[config.mk]
export PLATFORM = sky130hd
export DESIGN_NAME = prog_sequencer
export DESIGN_NICKNAME = d
export VERILOG_FILES = /design/src/rtl/prog_sequencer.sv
export SDC_FILE = /design/constraint.sdc
export NUM_CORES = 1
export LEC_CHECK = 0
export CAP_MARGIN = 20
export CORE_UTILIZATION = 39
export CTS_CLUSTER_SIZE = 20
export DETAILED_ROUTE_END_ITERATION = 10
export SLEW_MARGIN = 40
export SYNTH_ARGS = -nofsm -noshare
export SYNTH_HDL_FRONTEND = slang
export SYNTH_SLANG_ARGS = --single-unit
[constraint.sdc]
create_clock -name clk -period 3.5 [get_ports clk]
set_clock_uncertainty 0.1 [all_clocks]
set_input_delay 0.7 -clock clk [delete_from_list [all_inputs] [get_ports clk]]
set_output_delay 0.7 -clock clk [all_outputs]
set_load 0.1 [all_outputs]
[src/rtl/prog_sequencer.sv]
// rtl/prog_sequencer.sv - program-driven order/data/w issuer for the lab CPU controller
module prog_sequencer #(
   parameter int DEPTH     = 16,
   parameter int TIMEOUT   = 8,
   parameter int SHOW_HOLD = 4,
   parameter int GAP_CYC   = 2,
   localparam int AW       = $clog2(DEPTH)
) (
   input  logic          clk,
   input  logic          rst,
   input  logic          run_en,
   input  logic          step,
   input  logic          rewind,
   input  logic          ld_we,
   input  logic          ld_clr,
   input  logic [AW-1:0] ld_addr,
   input  logic [7:0]    ld_order,
   input  logic [7:0]    ld_data,
   input  logic          done_in,
   output logic [7:0]    order,
   output logic [7:0]    data,
   output logic          w,
   output logic [AW-1:0] pc,
   output logic          busy,
   output logic          halted,
   output logic          err_timeout
);

   typedef enum logic [2:0] {IDLE, FETCH, ISSUE, WAIT, GAP, HALT} state_t;

   localparam logic [AW-1:0] LAST_PC = AW'(DEPTH - 1);

   state_t          state;
   logic [7:0]      mem_order [DEPTH];
   logic [7:0]      mem_data  [DEPTH];
   logic [DEPTH-1:0] valid;
   logic [7:0]      cnt;
   logic            done_seen;
   logic            step_mode;
   logic            load_ok;
   logic            is_show;

   assign load_ok = (state == IDLE) || (state == HALT);
   assign is_show = (order[7:4] == 4'hF);

   // Program storage carries no reset; only the valid bits are cleared.
   always_ff @(posedge clk) begin
      if (ld_we && load_ok && !ld_clr) begin
         mem_order[ld_addr] <= ld_order;
         mem_data[ld_addr]  <= ld_data;
      end
   end

   always_ff @(posedge clk or posedge rst) begin
      if (rst) begin
         state       <= IDLE;
         order       <= '0;
         data        <= '0;
         w           <= 1'b0;
         pc          <= '0;
         busy        <= 1'b0;
         halted      <= 1'b0;
         err_timeout <= 1'b0;
         valid       <= '0;
         cnt         <= '0;
         done_seen   <= 1'b0;
         step_mode   <= 1'b0;
      end else begin
         w <= 1'b0;
         if (ld_clr && load_ok)
            valid <= '0;
         else if (ld_we && load_ok)
            valid[ld_addr] <= 1'b1;

         case (state)
            IDLE: begin
               if (rewind) begin
                  pc          <= '0;
                  err_timeout <= 1'b0;
               end else if (run_en || step) begin
                  state     <= FETCH;
                  busy      <= 1'b1;
                  step_mode <= !run_en;
               end
            end
            FETCH: begin
               if (!valid[pc]) begin
                  state  <= HALT;
                  busy   <= 1'b0;
                  halted <= 1'b1;
               end else begin
                  order <= mem_order[pc];
                  data  <= mem_data[pc];
                  state <= ISSUE;
               end
            end
            // order has been on the bus for this whole cycle before w shows up.
            ISSUE: begin
               w         <= 1'b1;
               done_seen <= done_in;
               cnt       <= '0;
               state     <= WAIT;
            end
            WAIT: begin
               if (is_show ? (cnt == 8'(SHOW_HOLD - 1)) : (done_in || done_seen)) begin
                  if (pc == LAST_PC) begin
                     state  <= HALT;
                     busy   <= 1'b0;
                     halted <= 1'b1;
                  end else begin
                     pc    <= pc + 1'b1;
                     cnt   <= '0;
                     state <= GAP;
                  end
               end else if (!is_show && (cnt == 8'(TIMEOUT - 1))) begin
                  err_timeout <= 1'b1;
                  halted      <= 1'b1;
                  busy        <= 1'b0;
                  state       <= HALT;
               end else begin
                  cnt <= cnt + 1'b1;
               end
            end
            GAP: begin
               if (cnt == 8'(GAP_CYC - 1)) begin
                  if (!step_mode && run_en) begin
                     state <= FETCH;
                  end else begin
                     state <= IDLE;
                     busy  <= 1'b0;
                  end
               end else begin
                  cnt <= cnt + 1'b1;
               end
            end
            HALT: begin
               if (rewind) begin
                  state       <= IDLE;
                  halted      <= 1'b0;
                  err_timeout <= 1'b0;
                  pc          <= '0;
               end
            end
            default: state <= IDLE;
         endcase
      end
   end

endmodule

==> reports/metrics.yaml, run 1 <==
pwr:
  ir_worst_vdd_uv: 316.8
  power_density_nw_per_um2: 651.8
  p_leak_nw: 4.801
timing:
  timing.final.hold_violations: 0
  fin_crit_sh: 0.8398
  max_slew_margin: 0.5040
  finalMaxSlewViolations: 0
  fin_tns_setup_ns: 0
  post-route-min-period_ns: 2.939
  layout_setup_ws_ns: 0.5608
  grt_setup_unrepaired: "no"
  tightest_slew_ns: 0.7339
  setup_viol: 0
  fmax_mhz: 340.2
  holdWs_ns: 0.3937
logic_synthesis:
  synth_area_leaders: "edfxtp_1 (62%), mux4_2 (15%), dfrtp_1 (11%)"
  ys_types: 53
  synth_area_per_cell_um2: 19.83
  synthArstFlopShare: 0.1715
  synth_area_um2: 12350
  synth_top_area_share: 0.6224
  ys_seq_elements: 309
  ys_warn_count: 0
  syn_nets: 654
  netlist_instances: 623
  ys_seq_area_frac: 0.7297
  synth_enable_flop_cells: 256
  ys.flop_type: "edfxtp_1"
  synth_largest_area_cell: "edfxtp_1"
die:
  die_area_um2: 32390
  die_h_um: 180.0
  rows: 64
  core-area_um2: 30910
  die_w_um: 180.0
  pin_count: 52
  initial_utilization: 0.3996
grt:
  gr-total-overflow: 0
  grt.total_usage: 0.1709
  busiest_layer: "met2"
  grt_pass1_wl_um: 41060
  grt_max_degree: 59
  met1_usage: 0.2351
  antenna_found_initial: 0
  use_met3: 0.02857
  grt.met2_usage: 0.2797
  first_global_vias: 6632
placement:
  gp_congestion: 0.8069
  io_buffers: 51
  post-place-ws_ns: 0.5165
  hpwl_um: 15900
drt:
  wl_um: 26910
  remaining_drc_errors: 6
  dr.pass1.iters: 9
  wl_per_cell_um: 23.90
  viasPerCell: 5.566
  via_count: 6267
  ant_nets: 0
  drt_iter0_markers: 501
worst_setup_path:
  rrSetupSlack_ns: 0.56
  r2r-start: "pc[2]$_DFFE_PP0P_"
  r2r_cells: 5
  end_kind: "flip-flop"
  crit_path_end: "halted$_DFFE_PP0P_"
  reg2reg_to: "halted$_DFFE_PP0P_"
  worstPathRequired_ns: 3.77
  crit_start: "pc[2]$_DFFE_PP0P_"
  critPathArrivalTime_ns: 3.21
  critPathKind: "reg2reg"
  cp_max_fo: 18
  startpoint_type: "flip-flop"
clock_tree:
  root_buffer: "clkbuf_16"
  clk_latency_ns: 0.52
  htreeDepth: 2
  clkTransAtPathRegs_ns: 0.06
  cts_inserted_buffers: 34
  cts_tree: "done"
  cts_setup_buffers: 0
  cts_sinks: 309
  cts_resized: 0
  holdBufCountCts: 0
  cts_max_path_buffers: 3
outcome:
  status: "finished, violations left"
  violations: "DRC"
run:
  drv_cap: 0
finish:
  areaGrowthSynthToFinish_pct: 17.55
  antenna_cells: 0
  nets: 735
  drive_gt1_frac: 0.3082
min_path:
  hold-path-cell-count: 1
  hold_path.class: "reg2reg"
[layout by cell type (no fill, tap or decap), types with 3 or more instances in the layout]
master | netlist | routed
a2111oi_0 | 5 | 5
a21oi_1 | 13 | 13
a31oi_1 | 3 | 3
and4_1 | 4 | 4
buf_4 | 2 | 45
clkbuf_1 | 20 | 11
clkbuf_16 | 0 | 35
clkbuf_8 | 0 | 4
clkdlybuf4s50_1 | 0 | 27
clkinv_2 | 0 | 4
clkinvlp_4 | 0 | 3
dfrtp_1 | 53 | 51
edfxtp_1 | 256 | 256
ha_1 | 3 | 3
inv_1 | 11 | 10
mux2_2 | 19 | 19
mux4_2 | 85 | 85
nand2_1 | 8 | 8
nand2b_1 | 7 | 7
nand3_1 | 8 | 8
nor2_1 | 45 | 30
nor2_2 | 0 | 15
nor2b_1 | 6 | 6
nor3_1 | 5 | 5
nor3b_1 | 3 | 3
o21a_1 | 5 | 5
o21ai_0 | 6 | 6
o2bb2ai_1 | 5 | 5
or3_1 | 5 | 5
[layout make-up]
cell class | instances | area, µm²
clock inverter | 12 | 137.6
sequential | 309 | 9019
fill | 2580 | 16390
multi-input combinational | 272 | 3204
clock buffer | 50 | 972.2
tap | 396 | 495.5
timing repair buffer | 76 | 649.4
inverter | 11 | 42.54
[cell families after synthesis]
logic type	Yosys count	synth area share
DFF	309	0.7297
AOI/OAI and AO/OA	54	0.03160
adders and majority gates	3	0.003039
xor gates and xnor gates	3	0.002128
and+or+nand+nor	106	0.04558
buffers and inverters	42	0.01388
muxes	106	0.1740
[per-stage QoR]
stage,std cells,util,power (mW),instance area [µm²]
global route,1126,0.4698,9.807,14520
CTS,1126,0.4697,9.557,14520
finish,1126,0.4698,9.464,14520
floorplan,623,-,5.604,12350
global placement,1064,0.4340,6.045,13420
detailed placement,1064,0.4338,6.067,13410
[metal layers]
| layer | wire (µm) | vias up |
|---|---|---|
| met5 | 0 | - |
| met4 | 576 | 0 |
| met3 | 1456 | 48 |
| met2 | 13160 | 201 |
| met1 | 11730 | 3312 |
| li1 | - | 2706 |
[power breakdown]
| group | switching [mW] | internal (mW) | leakage, nW |
|---|---|---|---|
| sequential | 0.198 | 4.17 | 3.01 |
| combinational | 1.08 | 0.534 | 1.26 |
| clock | 1.39 | 2.09 | 0.530 |
[state kept, by name (all words and copies together), names as in the netlist, 3 cells and up]
signal	flops
valid	16
order	8
pc	4
mem_order	128
data	8
mem_data	128
cnt	8
state	3
[how the worst min path moves through the flow]
stage,from,to,slack (ns)
6_report,err_timeout$_DFFE_PP0P_,err_timeout$_DFFE_PP0P_,0.39
5_1_grt,valid[7]$_DFFE_PP0P_,valid[7]$_DFFE_PP0P_,0.41
4_1_cts,err_timeout$_DFFE_PP0P_,err_timeout$_DFFE_PP0P_,0.39
3_5_place_dp,err_timeout$_DFFE_PP0P_,err_timeout$_DFFE_PP0P_,0.38
3_3_place_gp,err_timeout$_DFFE_PP0P_,err_timeout$_DFFE_PP0P_,0.37
2_1_floorplan,valid[10]$_DFFE_PP0P_,valid[10]$_DFFE_PP0P_,0.36
[Yosys cell counts, types with 6 or more instances]
library cell,count
o21ai_0,6
clkbuf_1,20
nor2b_1,6
edfxtp_1,256
mux2_2,19
nand3_1,8
nand2_1,8
inv_1,11
dfrtp_1,53
mux4_2,85
nor2_1,45
nand2b_1,7
a21oi_1,13
[critical path: stages, from the launching register on]
cell and delay (ns):
dfrtp_2 0.62, mux4_2 0.56, mux4_2 0.52, nand3_2 0.49, nand3_1 0.15, mux2_1 0.36
Power figures use the tool's default switching activity.
==> run 2, diff against run 1 <==
Clock period 3.5 ns to 2.5 ns, I/O delays scaled along.
==> run 2 against run 1 <==
- the run still ends with DRC left
- routed wire length shrank 1.9%
- count of clock-buffer cells in the layout shrank 11
- highest routed layer unchanged
- critical path depth is the same
- critical path type unchanged
==> reports/metrics.yaml, run 2 (synthesis gave the netlist of run 1 again) <==
outcome:
  status: "finished, violations left"
  violations: "DRC"
placement:
  post-place-ws_ns: 0.05816  # -0.4583 ns
  io_buffers: 51  # unchanged
  hpwl_um: 17320  # +8.9%
  dp.cells: 1094  # +2.8%
  gp_congestion: 0.8477  # +5.1%
drt:
  drt_iter0_markers: 642  # +28%
  via_count: 6369  # +1.6%
  ant_nets: 0  # unchanged
  wl_um: 26400  # -1.9%
  wl_per_cell_um: 22.84  # -4.5%
  remaining_drc_errors: 7  # +1
  dr.pass1.iters: 9  # unchanged
  viasPerCell: 5.510  # -1.0%
clock_tree:
  htreeDepth: 2  # unchanged
  cts_inserted_buffers: 34  # unchanged
  cts_sinks: 309  # unchanged
  root_buffer: "clkbuf_16"
  clk_latency_ns: 0.51  # about the same
  cts_tree: "done"
  clkTransAtPathRegs_ns: 0.07  # about the same
  holdBufCountCts: 0  # unchanged
  cts_max_path_buffers: 3  # unchanged
grt:
  first_global_vias: 6604  # -0.42%
  grt.total_usage: 0.1701  # -0.0007400
  grt_max_degree: 49  # -17%
  gr-total-overflow: 0  # unchanged
  grt_pass1_wl_um: 41570  # +1.3%
  antenna_found_initial: 0  # unchanged
finish:
  nets: 766  # +4.2%
  final_common_cell: "edfxtp_1"
  fill_cells: 2520  # -2.3%
  areaGrowthSynthToFinish_pct: 22.73
  stdcell_count: 1156  # +2.7%
  antenna_cells: 0  # unchanged
  top_regs: "mem_data (128), mem_order (128), valid (16)"
  final_cell_mix: "edfxtp_1 (256), mux4_2 (85), buf_4 (52), dfrtp_1 (45), clkbuf_16 (35)"
  drive_gt1_frac: 0.3500  # +0.04178
timing:
  layout_setup_ws_ns: 0.09036  # -0.4705 ns
  fmax_mhz: 415.0  # +22%
  finalMaxSlewViolations: 0  # unchanged
  setup_viol: 0  # unchanged
  fin_crit_sh: 0.9639  # +0.1241
  max_slew_margin: 0.5638  # +0.05975
  grt_setup_unrepaired: "no"
  timing.final.hold_violations: 0  # unchanged
  tightest_slew_ns: 0.6543  # -0.07962 ns
  holdWs_ns: 0.2536  # -0.1401 ns
  post-route-min-period_ns: 2.410  # -0.5295 ns
pwr:
  power_density_nw_per_um2: 896.5  # +38%
  p_total_mw: 13.59  # +44%
  p_leak_nw: 5.063  # +5.4%
  ir_worst_vdd_uv: 415.1  # +31%
run:
  drv_cap: 0  # unchanged
die:
  die_w_um: 180.0  # unchanged
  core-area_um2: 30910  # unchanged
  pin_count: 52  # unchanged
  die_area_um2: 32390  # unchanged
  rows: 64  # unchanged
  initial_utilization: 0.3996  # unchanged
  die_h_um: 180.0  # unchanged
worst_setup_path:
  r2r-start: "pc[2]$_DFFE_PP0P_"
  end_kind: "flip-flop"
  startpoint_type: "flip-flop"
  crit_start: "pc[2]$_DFFE_PP0P_"
  critPathKind: "reg2reg"
  worstPathRequired_ns: 2.77  # -1.00 ns
  critPathArrivalTime_ns: 2.68  # -0.53 ns
  rrSetupSlack_ns: 0.09  # -0.47 ns
  cp_max_fo: 10  # -8
min_path:
  hold_path.class: "in2async"
-- run 2: stage by stage --
step,utilization,area (µm²),TNS [ns]
detailed placement,0.4534,14010,0
floorplan,-,12510,-3.210
global placement,0.4534,14010,0
finish,0.4904,15160,0
global route,0.4904,15160,0
CTS,0.4901,15150,0
-- run 2: final timing paths --
path / endpoint / depth (start not counted)
worst max-delay path: data[5]$_DFFE_PP0P_ / 5
max in group asynchronous: pc[1]$_DFFE_PP0P_ / 3
worst min register to register: err_timeout$_DFFE_PP0P_ / 1
worst max register to register: data[5]$_DFFE_PP0P_ / 5
min in group clk: err_timeout$_DFFE_PP0P_ / 1
worst min-delay path: order[3]$_DFFE_PP0P_ / 2
-- run 2: timing repair --
item / 4_1_cts / 5_1_grt
gates resized for setup: 0 / 2
setup endpoints to repair: 0 / 7
hold endpoints to repair: 0 / 0
buffers inserted: 0 / 1
-- run 2: layer usage --
metal	share of wire	up-vias	track usage	wire length, µm
li1	-	2771	-	-
met1	0.47	3399	0.2503	12410
met2	0.47	159	0.2647	12380
met3	0.043	40	0.02715	1147
met4	0.017	0	0.04414	461
met5	0	-	0	0
-- run 2: final cells by class --
cell class | instances | area [µm²] | area share
Clock inverter | 22 | 234.0 | 0.01543
Multi-Input combinational cell | 272 | 3241 | 0.2138
Inverter | 11 | 41.29 | 0.002724
Clock buffer | 39 | 900.9 | 0.05943
Tap cell | 396 | 495.5 | 0.03268
Sequential cell | 309 | 9026 | 0.5954
Timing Repair Buffer | 107 | 1221 | 0.08055
-- run 2: report_power, final --
part / internal, mW / switching, mW
Clock: 3.02 / 2.00
Sequential: 5.84 / 0.185
Combinational: 0.883 / 1.66
-- run 2: critical path: stages, from the launching register on --
cell and delay [ns]:
dfrtp_2 0.46, mux4_2 0.53, mux4_2 0.55, nand3_4 0.15
buf_12 0.15, mux2_2 0.33
==> run 3, diff against run 2 <==
Settings changed: CORE_UTILIZATION 39 to 54, PLACE_DENSITY set to 0.75.
==> run 3 against run 2 <==
- fmax up 0.19%
- critical path type unchanged
- final cell count down 11%
- the run now ends clean
- first-iteration DRC count down 33%
- hold slack worse by 0.044 ns
- highest routed layer unchanged
==> reports/metrics.yaml, run 3 (synthesis gave the netlist of run 1 again) <==
grt:
  grt_pass1_wl_um: 40340  # -3.0%
  grt.total_usage: 0.2323  # +0.06220
  grt_max_degree: 69  # +41%
  first_global_vias: 6758  # +2.3%
  antenna_found_initial: 0  # unchanged
  gr-total-overflow: 0  # unchanged
clock_tree:
  cts_sinks: 309  # unchanged
  root_buffer: "clkbuf_16"
  clkTransAtPathRegs_ns: 0.06  # about the same
  holdBufCountCts: 0  # unchanged
  cts_setup_buffers: 0  # unchanged
  cts_resized: 0  # unchanged
  clk_latency_ns: 0.57  # +0.06 ns
  htreeDepth: 1  # -1
  cts_inserted_buffers: 30  # -12%
  cts_tree: "done"
  cts_max_path_buffers: 3  # unchanged
drt:
  via_count: 6400  # +0.49%
  wl_um: 26090  # -1.2%
  wl_per_cell_um: 25.36  # +11%
  remaining_drc_errors: 0  # -7
  dr.pass1.iters: 5  # -4
  ant_nets: 0  # unchanged
  drt_iter0_markers: 429  # -33%
  viasPerCell: 6.220  # +13%
timing:
  timing.final.hold_violations: 0  # unchanged
  holdWs_ns: 0.2099  # -0.04374 ns
  finalMaxSlewViolations: 0  # unchanged
  fin_crit_sh: 0.9620  # -0.001811
  max_slew_margin: 0.5744  # +0.01056
  tightest_slew_ns: 0.6385  # -0.01584 ns
  fmax_mhz: 415.8  # +0.19%
  setup_viol: 0  # unchanged
  post-route-min-period_ns: 2.405  # -0.004527 ns
  layout_setup_ws_ns: 0.09489  # +0.004527 ns
pwr:
  ir_worst_vdd_uv: 665.8  # +60%
  p_leak_nw: 4.970  # -1.8%
  p_total_mw: 13.11  # -3.6%
  power_density_nw_per_um2: 881.7  # -1.6%
placement:
  hpwl_um: 15710  # -9.3%
  post-place-ws_ns: 0.02247  # -0.03569 ns
  dp.cells: 973  # -11%
  gp_congestion: 0.9201  # +8.5%
  io_buffers: 51  # unchanged
finish:
  nets: 756  # -1.3%
  drive_gt1_frac: 0.3418  # -0.008211
  final_common_cell: "edfxtp_1"
  antenna_cells: 0  # unchanged
  areaGrowthSynthToFinish_pct: 20.35
  top_regs: "mem_data (128), mem_order (128), valid (16)"
  fill_cells: 1377  # -45%
  stdcell_count: 1029  # -11%
  final_cell_mix: "edfxtp_1 (256), mux4_2 (85), dfrtp_1 (45), buf_4 (45), clkbuf_16 (30)"
  fin_util: 0.6728  # +0.1824
worst_setup_path:
  end_kind: "flip-flop"
  r2r-start: "pc[2]$_DFFE_PP0P_"
  critPathKind: "reg2reg"
  rrSetupSlack_ns: 0.09  # about the same
  r2r_cells: 5  # unchanged
  startpoint_type: "flip-flop"
  reg2reg_to: "order[2]$_DFFE_PP0P_"
  worstPathRequired_ns: 2.84  # +0.07 ns
  critPathArrivalTime_ns: 2.75  # +0.07 ns
  crit_path_end: "order[2]$_DFFE_PP0P_"
  crit_start: "pc[2]$_DFFE_PP0P_"
  cp_max_fo: 10  # unchanged
die:
  die_h_um: 153.2  # -15%
  rows: 54  # -16%
  pin_count: 52  # unchanged
  die_w_um: 153.2  # -15%
  die_area_um2: 23480  # -27%
  core-area_um2: 22090  # -29%
  initial_utilization: 0.5591  # +0.1595
min_path:
  hold_path.class: "in2async"
outcome:
  status: "finished, final reports clean"
run:
  drv_cap: 0  # unchanged
==> run 3: area by class of cell <==
cell class	count	area, µm²	area share
flip-flops and latches	309	9026	0.6072
multi-input cells	272	3252	0.2188
repair buffers	101	1189	0.07996
clock buffers	41	832.0	0.05597
well taps	280	350.3	0.02357
clock inverters	15	175.2	0.01178
inverters	11	41.29	0.002778
==> run 3: power breakdown <==
part / leakage [nW] / internal (mW) / switching (mW) / total (mW)
Combinational: 1.47 / 0.885 / 1.65 / 2.53
Clock: 0.495 / 2.65 / 1.90 / 4.54
Sequential: 3.00 / 5.84 / 0.188 / 6.03
==> run 3: per-stage QoR <==
stage	TNS, ns	area [µm²]
after global routing	-0.01316	14870
after detailed placement	0	13840
after CTS	0	14850
after floorplan	-3.210	12510
final	0	14870
after global placement	0	13840
==> run 3: worst max-delay path, cell delays in order, from the launching register on <==
cell     delay (ns)
dfrtp_2        0.46
mux4_2         0.52
mux4_2         0.55
nand3_4        0.15
buf_12         0.16
mux2_2         0.34
==> run 3: how the worst min path moves through the flow <==
stage	from	endpoint	slack, ns	cells past startpoint
floorplan	valid[10]$_DFFE_PP0P_	valid[10]$_DFFE_PP0P_	0.36	2
global placement	halted$_DFFE_PP0P_	halted$_DFFE_PP0P_	0.38	1
detailed placement	halted$_DFFE_PP0P_	halted$_DFFE_PP0P_	0.40	1
CTS	rst	data[6]$_DFFE_PP0P_	0.22	3
global route	rst	valid[8]$_DFFE_PP0P_	0.23	3
finish	rst	pc[0]$_DFFE_PP0P_	0.21	3
==> run 3: routing by layer <==
metal,track usage,vias to the layer above,wire length [µm]
li1,-,2761,-
met5,0,-,0
met3,0.03459,55,1433
met2,0.3938,234,13340
met4,0.06253,0,659
met1,0.3183,3350,10660
